## src/rtl/imem_loader.sv

```systemverilog
// imem_loader: framed byte-stream program loader for the instruction memory.
// Accepts LEN_HI, LEN_LO, LEN payload bytes and an 8-bit additive checksum,
// writes the payload big-endian from address 0 through a single byte write
// port, and raises run only once a complete, checksum-valid image is loaded.
module imem_loader #(
    parameter int DEPTH   = 256,
    parameter int ADDR_W  = 8,
    parameter int TIMEOUT = 1023
) (
    input  logic              clk,
    input  logic              rst_n,
    input  logic              start,
    input  logic [7:0]        rx_data,
    input  logic              rx_valid,
    output logic              rx_ready,
    output logic              mem_we,
    output logic [ADDR_W-1:0] mem_addr,
    output logic [7:0]        mem_wdata,
    output logic              run,
    output logic              busy,
    output logic              error,
    output logic [1:0]        err_code,
    output logic [ADDR_W-2:0] words_loaded
);

    // One extra bit so a full-depth image counts to DEPTH without wrapping.
    localparam int CNT_W  = ADDR_W + 1;
    localparam int IDLE_W = $clog2(TIMEOUT + 1);

    localparam logic [2:0] S_IDLE   = 3'd0;
    localparam logic [2:0] S_LEN_HI = 3'd1;
    localparam logic [2:0] S_LEN_LO = 3'd2;
    localparam logic [2:0] S_DATA   = 3'd3;
    localparam logic [2:0] S_CSUM   = 3'd4;
    localparam logic [2:0] S_RUN    = 3'd5;
    localparam logic [2:0] S_ERROR  = 3'd6;

    localparam logic [1:0] E_NONE    = 2'b00;
    localparam logic [1:0] E_LEN     = 2'b01;
    localparam logic [1:0] E_CSUM    = 2'b10;
    localparam logic [1:0] E_TIMEOUT = 2'b11;

    logic [2:0]        state;
    logic [2:0]        state_d;
    logic [1:0]        err_d;
    logic [7:0]        len_hi;
    logic [CNT_W-1:0]  len_q;
    logic [CNT_W-1:0]  byte_cnt;
    logic [7:0]        sum;
    logic [IDLE_W-1:0] idle_cnt;

    logic              xfer;
    logic              loading;
    logic              loading_d;
    logic              start_ok;
    logic [15:0]       len_rx;
    logic              len_bad;
    logic              last_byte;
    logic              timed_out;

    assign xfer      = rx_valid & rx_ready;
    assign loading   = (state == S_LEN_HI) || (state == S_LEN_LO) ||
                       (state == S_DATA)   || (state == S_CSUM);
    assign loading_d = (state_d == S_LEN_HI) || (state_d == S_LEN_LO) ||
                       (state_d == S_DATA)   || (state_d == S_CSUM);
    // start is only honoured when no load is in flight.
    assign start_ok  = start && ((state == S_IDLE) || (state == S_RUN) || (state == S_ERROR));
    assign len_rx    = {len_hi, rx_data};
    assign len_bad   = (len_rx == 16'd0) || (len_rx[1:0] != 2'b00) || (len_rx > 16'(DEPTH));
    assign last_byte = (byte_cnt + CNT_W'(1)) == len_q;
    // Fires on the edge where the idle counter would step past TIMEOUT.
    assign timed_out = loading && !xfer && (idle_cnt == IDLE_W'(TIMEOUT));

    // Next-state and next error code for the load sequencer.
    always_comb begin
        // NOTE: every variable gets a default first so no path infers a latch.
        state_d = state;
        err_d   = err_code;
        case (state)
            S_IDLE, S_RUN, S_ERROR: begin
                if (start_ok) begin
                    state_d = S_LEN_HI;
                    err_d   = E_NONE;
                end
            end
            S_LEN_HI: begin
                if (xfer) state_d = S_LEN_LO;
            end
            S_LEN_LO: begin
                if (xfer) begin
                    if (len_bad) begin
                        state_d = S_ERROR;
                        err_d   = E_LEN;
                    end else begin
                        state_d = S_DATA;
                    end
                end
            end
            S_DATA: begin
                if (xfer && last_byte) state_d = S_CSUM;
            end
            S_CSUM: begin
                if (xfer) begin
                    if (rx_data == sum) begin
                        state_d = S_RUN;
                    end else begin
                        state_d = S_ERROR;
                        err_d   = E_CSUM;
                    end
                end
            end
            default: state_d = S_IDLE;
        endcase
        if (timed_out) begin
            state_d = S_ERROR;
            err_d   = E_TIMEOUT;
        end
    end

    // State, datapath counters and registered outputs.
    always_ff @(posedge clk) begin
        // NOTE: sequential state uses non-blocking assignments so every register
        // samples pre-edge values regardless of statement order.
        if (!rst_n) begin
            state        <= S_IDLE;
            len_hi       <= '0;
            len_q        <= '0;
            byte_cnt     <= '0;
            sum          <= '0;
            idle_cnt     <= '0;
            rx_ready     <= 1'b0;
            mem_we       <= 1'b0;
            mem_addr     <= '0;
            mem_wdata    <= '0;
            run          <= 1'b0;
            busy         <= 1'b0;
            error        <= 1'b0;
            err_code     <= E_NONE;
            words_loaded <= '0;
        end else begin
            state    <= state_d;
            err_code <= err_d;
            rx_ready <= loading_d;
            busy     <= loading_d;
            run      <= (state_d == S_RUN);
            error    <= (state_d == S_ERROR);
            mem_we   <= 1'b0;

            if (xfer || (state_d == S_LEN_HI && state != S_LEN_HI)) begin
                idle_cnt <= '0;
            end else if (loading && loading_d) begin
                idle_cnt <= idle_cnt + IDLE_W'(1);
            end

            if (start_ok) words_loaded <= '0;

            case (state)
                S_LEN_HI: begin
                    if (xfer) len_hi <= rx_data;
                end
                S_LEN_LO: begin
                    if (xfer && !len_bad) begin
                        len_q    <= CNT_W'(len_rx);
                        byte_cnt <= '0;
                        sum      <= '0;
                    end
                end
                S_DATA: begin
                    if (xfer) begin
                        mem_we    <= 1'b1;
                        mem_addr  <= byte_cnt[ADDR_W-1:0];
                        mem_wdata <= rx_data;
                        sum       <= sum + rx_data;
                        byte_cnt  <= byte_cnt + CNT_W'(1);
                    end
                end
                S_CSUM: begin
                    if (state_d == S_RUN) words_loaded <= (ADDR_W-1)'(len_q >> 2);
                end
                default: ;
            endcase
        end
    end

endmodule

```

## config.mk

```make
export PLATFORM = sky130hd
export DESIGN_NAME = imem_loader
export DESIGN_NICKNAME = d
export VERILOG_FILES = /design/src/rtl/imem_loader.sv
export SDC_FILE = /design/constraint.sdc
export NUM_CORES = 1
export LEC_CHECK = 0
export ABC_AREA = 1
export BUFFER_PORTS_ARGS = -buffer_cell sky130_fd_sc_hd__buf_4
export CAP_MARGIN = 5
export CORE_MARGIN = 2
export CORE_UTILIZATION = 45
export CTS_CLUSTER_DIAMETER = 30
export DETAILED_ROUTE_END_ITERATION = 7
export SLEW_MARGIN = 20
export SYNTH_ARGS = -nofsm -noshare
export SYNTH_HDL_FRONTEND = slang
export SYNTH_SLANG_ARGS = --single-unit
```

## constraint.sdc

```tcl
create_clock -name clk -period 3.48 [get_ports clk]
set_clock_uncertainty 0.05 [all_clocks]
set_input_delay 1.044 -clock clk [delete_from_list [all_inputs] [get_ports clk]]
set_output_delay 1.044 -clock clk [all_outputs]
set_load 0.005 [all_outputs]
```

## Word level (Yosys, flattened, before mapping)

Cells that the tools add are included.

- Register bits after elaboration: 76
- Bits of input ports: 12

- Add/sub/neg operators: 3
- Magnitude comparators: 1
- Equal/unequal tests: 23
- Multiplexer cells: 26
- Bitwise gates (word level): 2
- Reduce and logical (&&, ||, !) cells: 33

Operator list:

| cell | count |
|---|---|
| two-way mux 3 bit | 7 |
| two-way mux 7 bit | 3 |
| == test 3 bit (second input constant) | 6 |
| two-way mux 9 bit | 2 |
| one-hot mux 9 bit (2 select lines) | 1 |
| greater-than comparator 16 x 9 -> 1 bit (second input constant) | 1 |
| logical NOT 16 bit | 1 |
| two-way mux 8 bit | 2 |
| one-hot mux 8 bit (2 select lines) | 1 |
| inequality test 3 bit (second input constant) | 5 |
| one-hot mux 3 bit (5 select lines) | 1 |
| two-way mux 2 bit | 7 |
| == test 3 x 2 -> 1 bit (second input constant) | 4 |
| logical OR 1 bit | 11 |
| adder 10 x 1 -> 10 bit (second input constant) | 1 |
| == test 10 bit (second input constant) | 1 |
| adder 9 x 1 -> 9 bit (second input constant) | 1 |
| == test 9 bit | 1 |
| adder 8 bit | 1 |
| == test 8 bit | 1 |
| AND reduction 2 bit | 4 |
| logical AND 1 bit | 7 |
| == test 3 x 1 -> 1 bit (second input constant) | 2 |
| one-hot mux 2 bit (3 select lines) | 1 |
| 14 further kinds | 16 |

## Longest topological paths before layout

Gate-level depths: netlist of the first run.

- Depth after elaboration: 12
- Depth in mapped cells: 17
- Mapped depth without buffers: 17

## Least setup slack after synthesis of the first run

Ideal clock, no wire load.

- Path kind: input to register
- Start point: input rx_data[4]
- End point: register idle_cnt[3]
- Arrival: 2.522 ns
- Data required time: 3.355 ns
- Slack: 0.834 ns
- Cell stages on the path: 15
- Path buffers: 1
- Path through: ha_1 > inv_1 > nand2_1 > nor3_1 > nand3_1 > nand2_1 > nand2_1 > nor2_1 > nor2_1 > nand2_1 > nand2_2 > nand3_4 > buf_6 > nand4_1 > a21oi_1

- Word-level cells in the longest chain between the ends: 12
- Elaborated cells on any way between the ends: 22

Ends and longest elaborated chain:

| what | RTL line | RTL |
|---|---|---|
| start, declared | 13 | `input logic [7:0] rx_data,` |
| parallel branches: the longest is 5 deep, another holds greater-than comparator 16 x 9 -> 1 bit | n/a |  |
| one-hot mux 3 bit (5 select lines) (*) | 79 | `case (state)` |
| two-way mux 3 bit (*) | 114 | `if (timed_out) begin` |
| == test 3 x 1 -> 1 bit / == test 3 x 2 -> 1 bit (equally long branches) | 64, 149 |  |
| logical OR 1 bit (2 in a row) | 64 | `assign loading_d = (state_d == S_LEN_HI) \|\| (state_d == S_LEN_LO) \|\|` |
| logical OR 1 bit | 65 | `(state_d == S_DATA) \|\| (state_d == S_CSUM);` |
| logical AND 1 bit | 151 | `end else if (loading && loading_d) begin` |
| end signal, assigned | 152 | `idle_cnt <= idle_cnt + IDLE_W'(1);` |
| end, declared | 50 | `logic [IDLE_W-1:0] idle_cnt;` |

Mark *: on every way between the ends.
A chain may end at the register's enable or synchronous reset.

## Final worst setup path of the first run

- Start point: input rx_data[3]
- End point: register idle_cnt[6]

The elaborated chain is that of the path after synthesis.

==> results of run 1 <==
-- routing by layer --
metal / share of wire (%) / up-vias / track usage, %
met5: 0 / - / 0
met4: 2.1 / 0 / 8.13
met3: 3.8 / 17 / 4.05
met2: 44 / 81 / 31.6
met1: 50 / 1629 / 28.2
li1: - / 1849 / -
-- tightest hold or removal path, cell delays in order (launching register included) --
cell and delay, ns:
dfxtp_1 0.30, inv_1 0.06, a21oi_1 0.06
-- layout by cell type, fill, tap and decap left out --
| master | n |
|---|---|
| a31oi_1 | 3 |
| inv_1 | 48 |
| clkinv_1 | 1 |
| inv_2 | 5 |
| nand4_1 | 17 |
| dfxtp_1 | 76 |
| fa_1 | 1 |
| a21oi_1 | 57 |
| nor3_1 | 4 |
| nor4_1 | 2 |
| bufinv_16 | 1 |
| nand3_1 | 37 |
| o21ai_0 | 45 |
| nor2b_1 | 1 |
| nor2_1 | 67 |
| nand3_2 | 2 |
| nand2_1 | 104 |
| xor2_1 | 6 |
| nor2_4 | 4 |
| o21bai_2 | 1 |
| nand2_4 | 1 |
| xnor2_1 | 5 |
| clkinv_2 | 2 |
| nand3_4 | 2 |
| ha_1 | 9 |
| clkbuf_8 | 10 |
| nor2_2 | 3 |
| buf_4 | 46 |
| nand2_2 | 12 |
| nor3_2 | 2 |
| o21bai_1 | 1 |
| a32o_1 | 3 |
| clkinv_4 | 2 |
| clkinvlp_4 | 2 |
-- state kept, by name, summed over array words and instances, names as in the netlist, 2 cells and up --
name,flops
idle_cnt,10
mem_wdata,8
sum,8
len_q,9
words_loaded,7
byte_cnt,9
mem_addr,8
err_code,2
len_hi,8
state,3
-- layout make-up --
type                    instances  area (um^2)
well taps                     105          131
flip-flops and latches         76         1520
clock buffers                  10          138
inverters                      55          211
multi-input cells             389         2000
repair buffers                 46          345
clock inverters                 6         63.8
fillers                       800         3880
-- synth_stat cells, drive strengths merged --
cell      n
nand2   117
dfxtp    76
nor2     74
a21oi    57
inv      53
o21ai    45
nand3    41
nand4    17
clkbuf   13
buf       9
ha        9
nor3      6
xor2      6
xnor2     5
a31oi     3
a32o      3
clkinv    2
nor4      2
o21bai    2
fa        1
nor2b     1
-- worst paths after layout --
kind | from | endpoint | slack (ns) | cells after the start
max | rx_data[3] | idle_cnt[6]$_SDFFE_PP0P_ | 0.69 | 14
min | len_hi[7]$_SDFFE_PN0P_ | len_hi[7]$_SDFFE_PN0P_ | 0.42 | 2
max reg2reg | byte_cnt[0]$_SDFFE_PN0P_ | idle_cnt[6]$_SDFFE_PP0P_ | 0.79 | 17
min reg2reg | len_hi[7]$_SDFFE_PN0P_ | len_hi[7]$_SDFFE_PN0P_ | 0.42 | 2
-- report_power, final --
part           internal, uW  total, uW  switching (uW)
logic                  56.5        173             116
clock network           349        692             343
registers               882        891            9.35
total                  1290       1760             469
-- stage by stage --
stage | area, um^2 | utilization [%] | worst slack, ns | power (uW)
6_report | 4420 | 53.2 | 0.691 | 1760
3_3_place_gp | 4210 | 50.8 | 0.431 | 1080
2_1_floorplan | 3870 | - | 0.834 | 1040
3_5_place_dp | 4210 | 50.8 | 0.363 | 1080
4_1_cts | 4420 | 53.2 | 0.739 | 1770
5_1_grt | 4420 | 53.2 | 0.431 | 1840
-- logic make-up after synthesis --
group	count (synthesis)	share of synthesized area (%)
compound gates	110	14.9
xor+xnor	11	2.49
flops	76	39.3
fa+ha+maj	10	3.42
buf+inv	77	8.98
simple gates	258	30.9
==> impl_metrics.py, run 1 <==
metrics = {
    "outcome": {
        "outcome": "finished, final reports clean",
    },
    "yosys": {
        "synth_area_leaders": "dfxtp_1 39%, nand2_1 10%, a21oi_1 7.4%",
        "synthesis.nets": 564,
        "yosysWarnings": 0,
        "yosys.area.top_type": "dfxtp_1",
        "synth_cell_types": 34,
        "syn-cell-area_mm2": 0.00387,
        "syn-instance-count": 542,
        "synth_top_area_share_pct": 39.3,
        "syn_area_per_cell_um2": 7.15,
        "seq_area_frac_synth_pct": 39.3,
        "synth_seq_cells": 76,
    },
    "timing": {
        "setup_tns_ns": 0,
        "finalHoldViolations": 0,
        "holdWs_ns": 0.416,
        "rsz0062_at_grt": "false",
        "max_freq_mhz": 359,
        "worstMarginPinSlew_ns": 0.451,
        "maxSlewViolCount": 0,
        "setup-violations-final": 0,
        "max_slew_margin_pct": 69.9,
        "min_period_over_period_pct": 80.1,
        "fin_crit_ns": 2.79,
    },
    "global_route": {
        "grt_pass1_wl_mm": 15.8,
        "grt_max_degree": 48,
        "grt-ovfl-total": 0,
        "grt_usage_pct": 20.5,
        "antenna_found_initial": 0,
        "grt_pass1_vias": 3313,
    },
    "cts": {
        "cts.sinks": 76,
        "ctsHoldBuffers": 0,
        "cts_buffer_depth": 2,
        "root_buffer": "clkbuf_8",
        "clkLatencyLatePin_ns": 0.36,
        "cts_max_level": 3,
        "cts_made_buffers": 9,
        "ctsResizeCount": 0,
        "postCtsSetupBuffers": 0,
        "path_clk_slew_ns": 0.08,
        "cts_tree": "built",
    },
    "drt": {
        "routed_via_density": 5.21,
        "ant_nets": 0,
        "remaining_drc_errors": 0,
        "dr.pass1.iters": 4,
        "num_vias": 3576,
        "drt_wl_total_mm": 9.22,
        "first_iter_violations": 156,
        "post_drt_wl_per_cell_um": 13.4,
    },
    "worst_setup_path": {
        "slowest_delay_ns": 0.35,
        "crit_family": "simple AND/OR/NAND/NOR gates",
        "critPathKind": "input port to register",
        "worstPathMaxFanout": 12,
        "critPathSlowestCell": "ha_1",
        "cp-start-kind": "input port",
        "crit_chain": "buf_4 -> ha_1 -> nor3_1 -> nand3_1 -> nand2_1 -> nand2_1 -> nor2_1 -> nor2_1 -> nand2_1 -> nand2_2 -> nand3_4 -> nand3_4 -> nand2_1 -> a21oi_1",
        "cp.required_ns": 3.66,
        "path_buf_inv": 1,
        "crit_top_cell": "nand2_1",
        "end_kind": "register",
        "arrival_ns": 2.97,
    },
    "pwr": {
        "peakVddDrop_mv": 0.214,
        "p_leak_uw": 0.00188,
        "power.density_mw_per_mm2": 398,
    },
    "final_layout": {
        "nets": 599,
        "drive_gt1_share_pct": 16.3,
        "finalNonFillerCells": 687,
        "antennaDiodeCount": 0,
        "syn_to_final_growth_pct": 14.0,
    },
    "floorplanning": {
        "dieArea_mm2": 0.00937,
        "die_w_um": 96.8,
        "fp.coreArea_mm2": 0.00830,
        "fp-row-count": 33,
        "io_pins": 42,
        "die_h_um": 96.8,
        "initial_core_util_pct": 46.7,
    },
    "placement": {
        "hpwl_mm": 6.55,
        "io_buffers": 41,
        "placedCellCount": 671,
        "globalplace.congestion": 0.859,
    },
    "run": {
        "maxCapViolations": 0,
    },
    "min_path": {
        "holdCritPathClass": "register to register",
    },
}
(Power assumes the default switching activity.)
==> run 2: changes to the inputs <==
Settings changed: PLACE_DENSITY from default to 0.66.
Clock period 3.48 ns to 2.4 ns, I/O delays scaled along.
==> run 2 against run 1 <==
Final area rose by 14%. Critical path type unchanged. Die area did not move. Sequential share of layout area fell by 3.9 points. Combinational power rose by 110%. Clock power rose by 49%. Power rose by 53%. Register-to-register slack got worse by 0.69 ns. Worst hold slack improved by 0.0011 ns. Largest cell class unchanged. Utilization rose by 7.2 points. Global-route usage rose by 0.38 points. Worst setup slack got worse by 0.64 ns. Critical endpoint is now idle_cnt[9]$_SDFFE_PP0P_. Via count rose by 8.4%.
==> impl_metrics.py, run 2 (same netlist as run 1, synthesis figures left out) <==
metrics = {
    "timing": {
        "maxSlewViolCount": 0,
        "setup-violations-final": 0,
        "rsz0062_at_grt": "true",
        "max_freq_mhz": 425,
        "max_slew_margin_pct": 66.3,
        "worstMarginPinSlew_ns": 0.504,
        "fin_ws_ns": 0.0479,
        "fin_crit_ns": 2.35,
        "finalHoldViolations": 0,
        "min_period_over_period_pct": 98.0,
    },
    "final_layout": {
        "syn_to_final_growth_pct": 29.5,
        "drive_gt1_share_pct": 28.7,
        "layout_common_cells": "93 x nand2_1, 87 x buf_4, 70 x dfxtp_1, 62 x nor2_1, 53 x a21oi_1",
        "antennaDiodeCount": 0,
        "final_common_cell": "nand2_1",
        "top_register": "idle_cnt",
        "final_util_pct": 60.4,
        "nets": 648,
        "num-fill-cells": 779,
        "top_regs": "idle_cnt: 10 flops, byte_cnt: 9 flops, len_q: 9 flops",
        "largest_reg_flops": 10,
    },
    "cts": {
        "cts_buffer_depth": 2,
        "cts_tree": "built",
        "cts_made_buffers": 9,
        "root_buffer": "clkbuf_8",
        "path_clk_slew_ns": 0.08,
        "clkLatencyLatePin_ns": 0.34,
        "cts_max_level": 3,
        "cts.sinks": 76,
    },
    "global_route": {
        "grt_max_degree": 33,
        "grt_pass1_wl_mm": 16.2,
        "grt-ovfl-total": 0,
        "grt_usage_pct": 20.8,
        "antenna_found_initial": 0,
        "grt_pass1_vias": 3574,
    },
    "min_path": {
        "whs_endpoint": "words_loaded[5]$_SDFF_PN0_",
        "min_from": "words_loaded[5]$_SDFF_PN0_",
        "holdCritPathClass": "register to register",
        "hold_depth": 2,
    },
    "placement": {
        "place_worst_setup_slack_ns": -0.335,
        "io_buffers": 41,
        "hpwl_mm": 7.07,
        "globalplace.congestion": 0.868,
    },
    "worst_setup_path": {
        "arrival_ns": 2.57,
        "cp.required_ns": 2.62,
        "end_kind": "register",
        "cp-start-kind": "input port",
        "r2r-start": "byte_cnt[1]$_SDFFE_PN0P_",
        "critPathKind": "input port to register",
        "crit_start": "rx_data[5]",
        "r2r_setup_slack_ns": 0.10,
        "worstRegToRegCells": 17,
        "rr_endpoint": "idle_cnt[5]$_SDFFE_PP0P_",
        "worstPathMaxFanout": 6,
    },
    "pwr": {
        "p_leak_uw": 0.00215,
        "power.density_mw_per_mm2": 535,
        "peakVddDrop_mv": 0.365,
    },
    "floorplanning": {
        "io_pins": 42,
        "die_w_um": 96.8,
        "initial_core_util_pct": 46.7,
        "dieArea_mm2": 0.00937,
        "die_h_um": 96.8,
        "fp-row-count": 33,
        "fp.coreArea_mm2": 0.00830,
    },
    "outcome": {
        "outcome": "finished, final reports clean",
    },
    "drt": {
        "num_vias": 3878,
        "remaining_drc_errors": 0,
        "routed_via_density": 5.28,
        "drt_wl_total_mm": 10.2,
        "first_iter_violations": 170,
        "ant_nets": 0,
        "dr.pass1.iters": 4,
        "post_drt_wl_per_cell_um": 13.9,
    },
    "run": {
        "maxCapViolations": 0,
    },
}
## run 2: layer usage
metal	vias up	track usage, %	routed length (um)
met4	0	4.88	132
met1	1839	26.2	4510
met2	70	36.6	5200
li1	1956	-	-
met3	13	4.41	399
met5	-	0	0
## run 2: worst max path at each step
stage                     slack (ns)                        to  cells after the start
after floorplan                 0.08  idle_cnt[4]$_SDFFE_PP0P_                     15
after global placement         -0.23  idle_cnt[2]$_SDFFE_PP0P_                     14
after detailed placement       -0.34  idle_cnt[4]$_SDFFE_PP0P_                     14
after CTS                      0.005  idle_cnt[1]$_SDFFE_PP0P_                     17
after global routing           -0.05  idle_cnt[9]$_SDFFE_PP0P_                     16
final                           0.05  idle_cnt[9]$_SDFFE_PP0P_                     16
## run 2: report_power, final
part / switching [uW] / internal [uW] / leakage [uW]
registers: 12.3 / 1280 / 0.000616
clock network: 467 / 560 / 0.000101
logic: 215 / 151 / 0.00143
## run 2: repair_timing
item | CTS | global route
resized for setup | 0 | 52
endpoints found under the hold margin | 0 | 0
setup endpoints to repair | 0 | 14
buffers inserted | 0 | 14
hold buffers | 0 | 0
## run 2: critical path, cell delays in order
cell	delay (ns)
buf_4	0.12
ha_1	0.28
inv_1	0.07
nand2_1	0.06
nor3_2	0.11
nand3_1	0.12
nand2_2	0.10
nand2_2	0.08
nor2_4	0.13
nor2_2	0.06
nand2_1	0.08
nand2_2	0.11
nand3_4	0.17
buf_6	0.12
nand4_1	0.10
a21oi_2	0.15
## run 2: layout make-up
class | instances | area (um^2) | area share, %
multi-input combinational | 391 | 2200 | 44.0
timing repair buffer | 93 | 726 | 14.5
inverter | 55 | 211 | 4.22
sequential | 76 | 1530 | 30.5
tap | 105 | 131 | 2.62
clock inverter | 3 | 45.0 | 0.898
clock buffer | 12 | 165 | 3.29
## run 2: through the flow
step | setup TNS [ns] | hold slack (ns) | power, uW | instance area [um^2] | std cells
after CTS | 0 | 0.421 | 2640 | 4670 | 719
after global placement | -2.96 | 0.398 | 1610 | 4460 | 704
after detailed placement | -5.05 | 0.408 | 1620 | 4460 | 704
final | 0 | 0.417 | 2680 | 5010 | 735
after global routing | -0.288 | 0.437 | 2800 | 5010 | 735
after floorplan | 0 | 0.380 | 1500 | 3870 | 542
==> run 3: changes to the inputs <==
Settings changed: CORE_UTILIZATION 45 to 40, PLACE_DENSITY 0.66 to default.
==> run 3 against run 2 <==
First-iteration DRC count is 8.2% lower. Wire length is 2.1% lower. Clock-buffer cell count stayed put. Critical endpoint is now idle_cnt[4]$_SDFFE_PP0P_. Largest power group unchanged.
==> impl_metrics.py, run 3 (same netlist as run 1, synthesis figures left out) <==
metrics = {
    "final_layout": {
        "top_register": "idle_cnt",
        "final_area_mm2": 0.00493,
        "syn_to_final_growth_pct": 27.3,
        "top_regs": "idle_cnt: 10 flops, byte_cnt: 9 flops, len_q: 9 flops",
        "nets": 645,
        "drive_gt1_share_pct": 26.8,
        "antennaDiodeCount": 0,
        "final_util_pct": 52.9,
        "final_common_cell": "nand2_1",
        "largest_reg_flops": 10,
        "layout_common_cells": "94 x nand2_1, 87 x buf_4, 70 x dfxtp_1, 64 x nor2_1, 52 x a21oi_1",
    },
    "outcome": {
        "outcome": "finished, final reports clean",
    },
    "floorplanning": {
        "io_pins": 42,
        "fp.coreArea_mm2": 0.00933,
        "fp-row-count": 35,
        "die_h_um": 102,
        "die_w_um": 102,
        "dieArea_mm2": 0.0105,
        "initial_core_util_pct": 41.5,
    },
    "worst_setup_path": {
        "rr_endpoint": "idle_cnt[4]$_SDFFE_PP0P_",
        "critPathKind": "register to register",
        "r2r-start": "byte_cnt[1]$_SDFFE_PN0P_",
        "arrival_ns": 2.55,
        "slowest_delay_ns": 0.34,
        "worstPathMaxFanout": 6,
        "r2r_setup_slack_ns": 0.08,
        "worstRegToRegCells": 17,
        "cp.required_ns": 2.63,
        "path_buf_inv": 2,
        "critPathSlowestCell": "dfxtp_2",
        "crit_family": "simple AND/OR/NAND/NOR gates",
        "cp-start-kind": "register",
        "crit_chain": "buf_6 -> buf_4 -> nand3_1 -> nand2_1 -> nand3_1 -> nand2_2 -> nor2_4 -> nand2_2 -> nor2_4 -> nand3_2 -> nand2_4 -> nand2_4 -> nor2_4 -> nand3_4 -> nand3_4 -> nand2_2 -> a21oi_2",
        "end_kind": "register",
    },
    "placement": {
        "place_area_mm2": 0.00452,
        "io_buffers": 41,
        "globalplace.congestion": 0.850,
        "hpwl_mm": 6.93,
    },
    "timing": {
        "setup_tns_ns": 0,
        "maxSlewViolCount": 0,
        "worstMarginPinSlew_ns": 0.515,
        "min_period_over_period_pct": 96.5,
        "finalHoldViolations": 0,
        "max_slew_margin_pct": 65.6,
        "fin_crit_ns": 2.32,
        "max_freq_mhz": 432,
        "rsz0062_at_grt": "true",
        "setup-violations-final": 0,
    },
    "min_path": {
        "holdCritPathClass": "register to register",
        "hold_depth": 2,
        "min_from": "len_hi[7]$_SDFFE_PN0P_",
        "whs_endpoint": "len_hi[7]$_SDFFE_PN0P_",
    },
    "global_route": {
        "antenna_found_initial": 0,
        "grt_usage_pct": 19.5,
        "grt_pass1_vias": 3445,
        "grt_max_degree": 48,
        "grt-ovfl-total": 0,
        "grt_pass1_wl_mm": 16.0,
    },
    "pwr": {
        "power.density_mw_per_mm2": 533,
        "clockPowerShare_pct": 37.8,
        "intPower_uw": 1940,
        "seqPwrFrac_pct": 49.1,
        "p_sw_share_pct": 26.1,
        "pwr-share-comb_pct": 13.1,
        "p_leak_uw": 0.00214,
        "p_switching_uw": 685,
        "peakVddDrop_mv": 0.289,
    },
    "drt": {
        "ant_nets": 0,
        "drt_wl_total_mm": 10.0,
        "routed_via_density": 4.98,
        "first_iter_violations": 156,
        "dr.pass1.iters": 5,
        "post_drt_wl_per_cell_um": 13.3,
        "remaining_drc_errors": 0,
        "num_vias": 3757,
    },
    "cts": {
        "cts_tree": "built",
        "cts.sinks": 76,
        "root_buffer": "clkbuf_8",
        "clkLatencyLatePin_ns": 0.35,
        "cts_buffer_depth": 2,
        "ctsHoldBuffers": 0,
        "cts_made_buffers": 9,
        "path_clk_slew_ns": 0.08,
        "cts_max_level": 3,
    },
    "run": {
        "maxCapViolations": 0,
    },
}
-- run 3: worst register-to-register path: cells and delay by family (launching register included) --
kind | cells | cell delay (ns)
simple gates | 14 | 1.47
flops | 1 | 0.34
buf+inv | 2 | 0.26
compound gates | 1 | 0.12
-- run 3: what timing repair did --
action | in CTS | in global routing
resized for setup | 0 | 42
endpoints found under the setup margin | 0 | 11
buffers inserted | 0 | 7
-- run 3: per-layer routing --
layer  GRT usage, %  up-vias  part of all wire (%)
met3           4.79       12                   3.7
met1           25.3     1741                    47
met4           5.33        0                   1.4
met2           32.5       57                    48
li1               -     1947                     -
met5              0        -                     0
-- run 3: cell type report --
class                   instances  area (um^2)
clock buffers                  12          155
repair buffers                 90          687
well taps                     129          161
inverters                      55          211
clock inverters                 2         35.0
flip-flops and latches         76         1530
fillers                       913         4400
multi-input cells             391         2150
-- run 3: power by group through the flow --
stage | clock, uW | sequential, uW | combinational [uW]
after global placement | 0 | 1320 | 292
after floorplan | 0 | 1320 | 185
after global routing | 1070 | 1290 | 383
final | 995 | 1290 | 344
after CTS | 1010 | 1290 | 301
after detailed placement | 0 | 1320 | 299
-- run 3: worst max path at each step --
stage,start,end,cells after the start
final,byte_cnt[1]$_SDFFE_PN0P_,idle_cnt[4]$_SDFFE_PP0P_,17
after global routing,byte_cnt[0]$_SDFFE_PN0P_,idle_cnt[4]$_SDFFE_PP0P_,17
after CTS,byte_cnt[0]$_SDFFE_PN0P_,idle_cnt[1]$_SDFFE_PP0P_,17
after detailed placement,rx_data[4],idle_cnt[1]$_SDFFE_PP0P_,16
after global placement,rx_data[4],idle_cnt[2]$_SDFFE_PP0P_,16
after floorplan,rx_data[4],idle_cnt[4]$_SDFFE_PP0P_,15
-- run 3: stage by stage --
stage	setup slack [ns]	power, uW	hold WS (ns)	cells
after floorplan	0.0779	1500	0.380	542
after global placement	-0.219	1610	0.399	732
after detailed placement	-0.283	1620	0.405	732
after CTS	0.00532	2610	0.418	746
after global routing	-0.102	2740	0.433	755
final	0.0836	2630	0.414	755
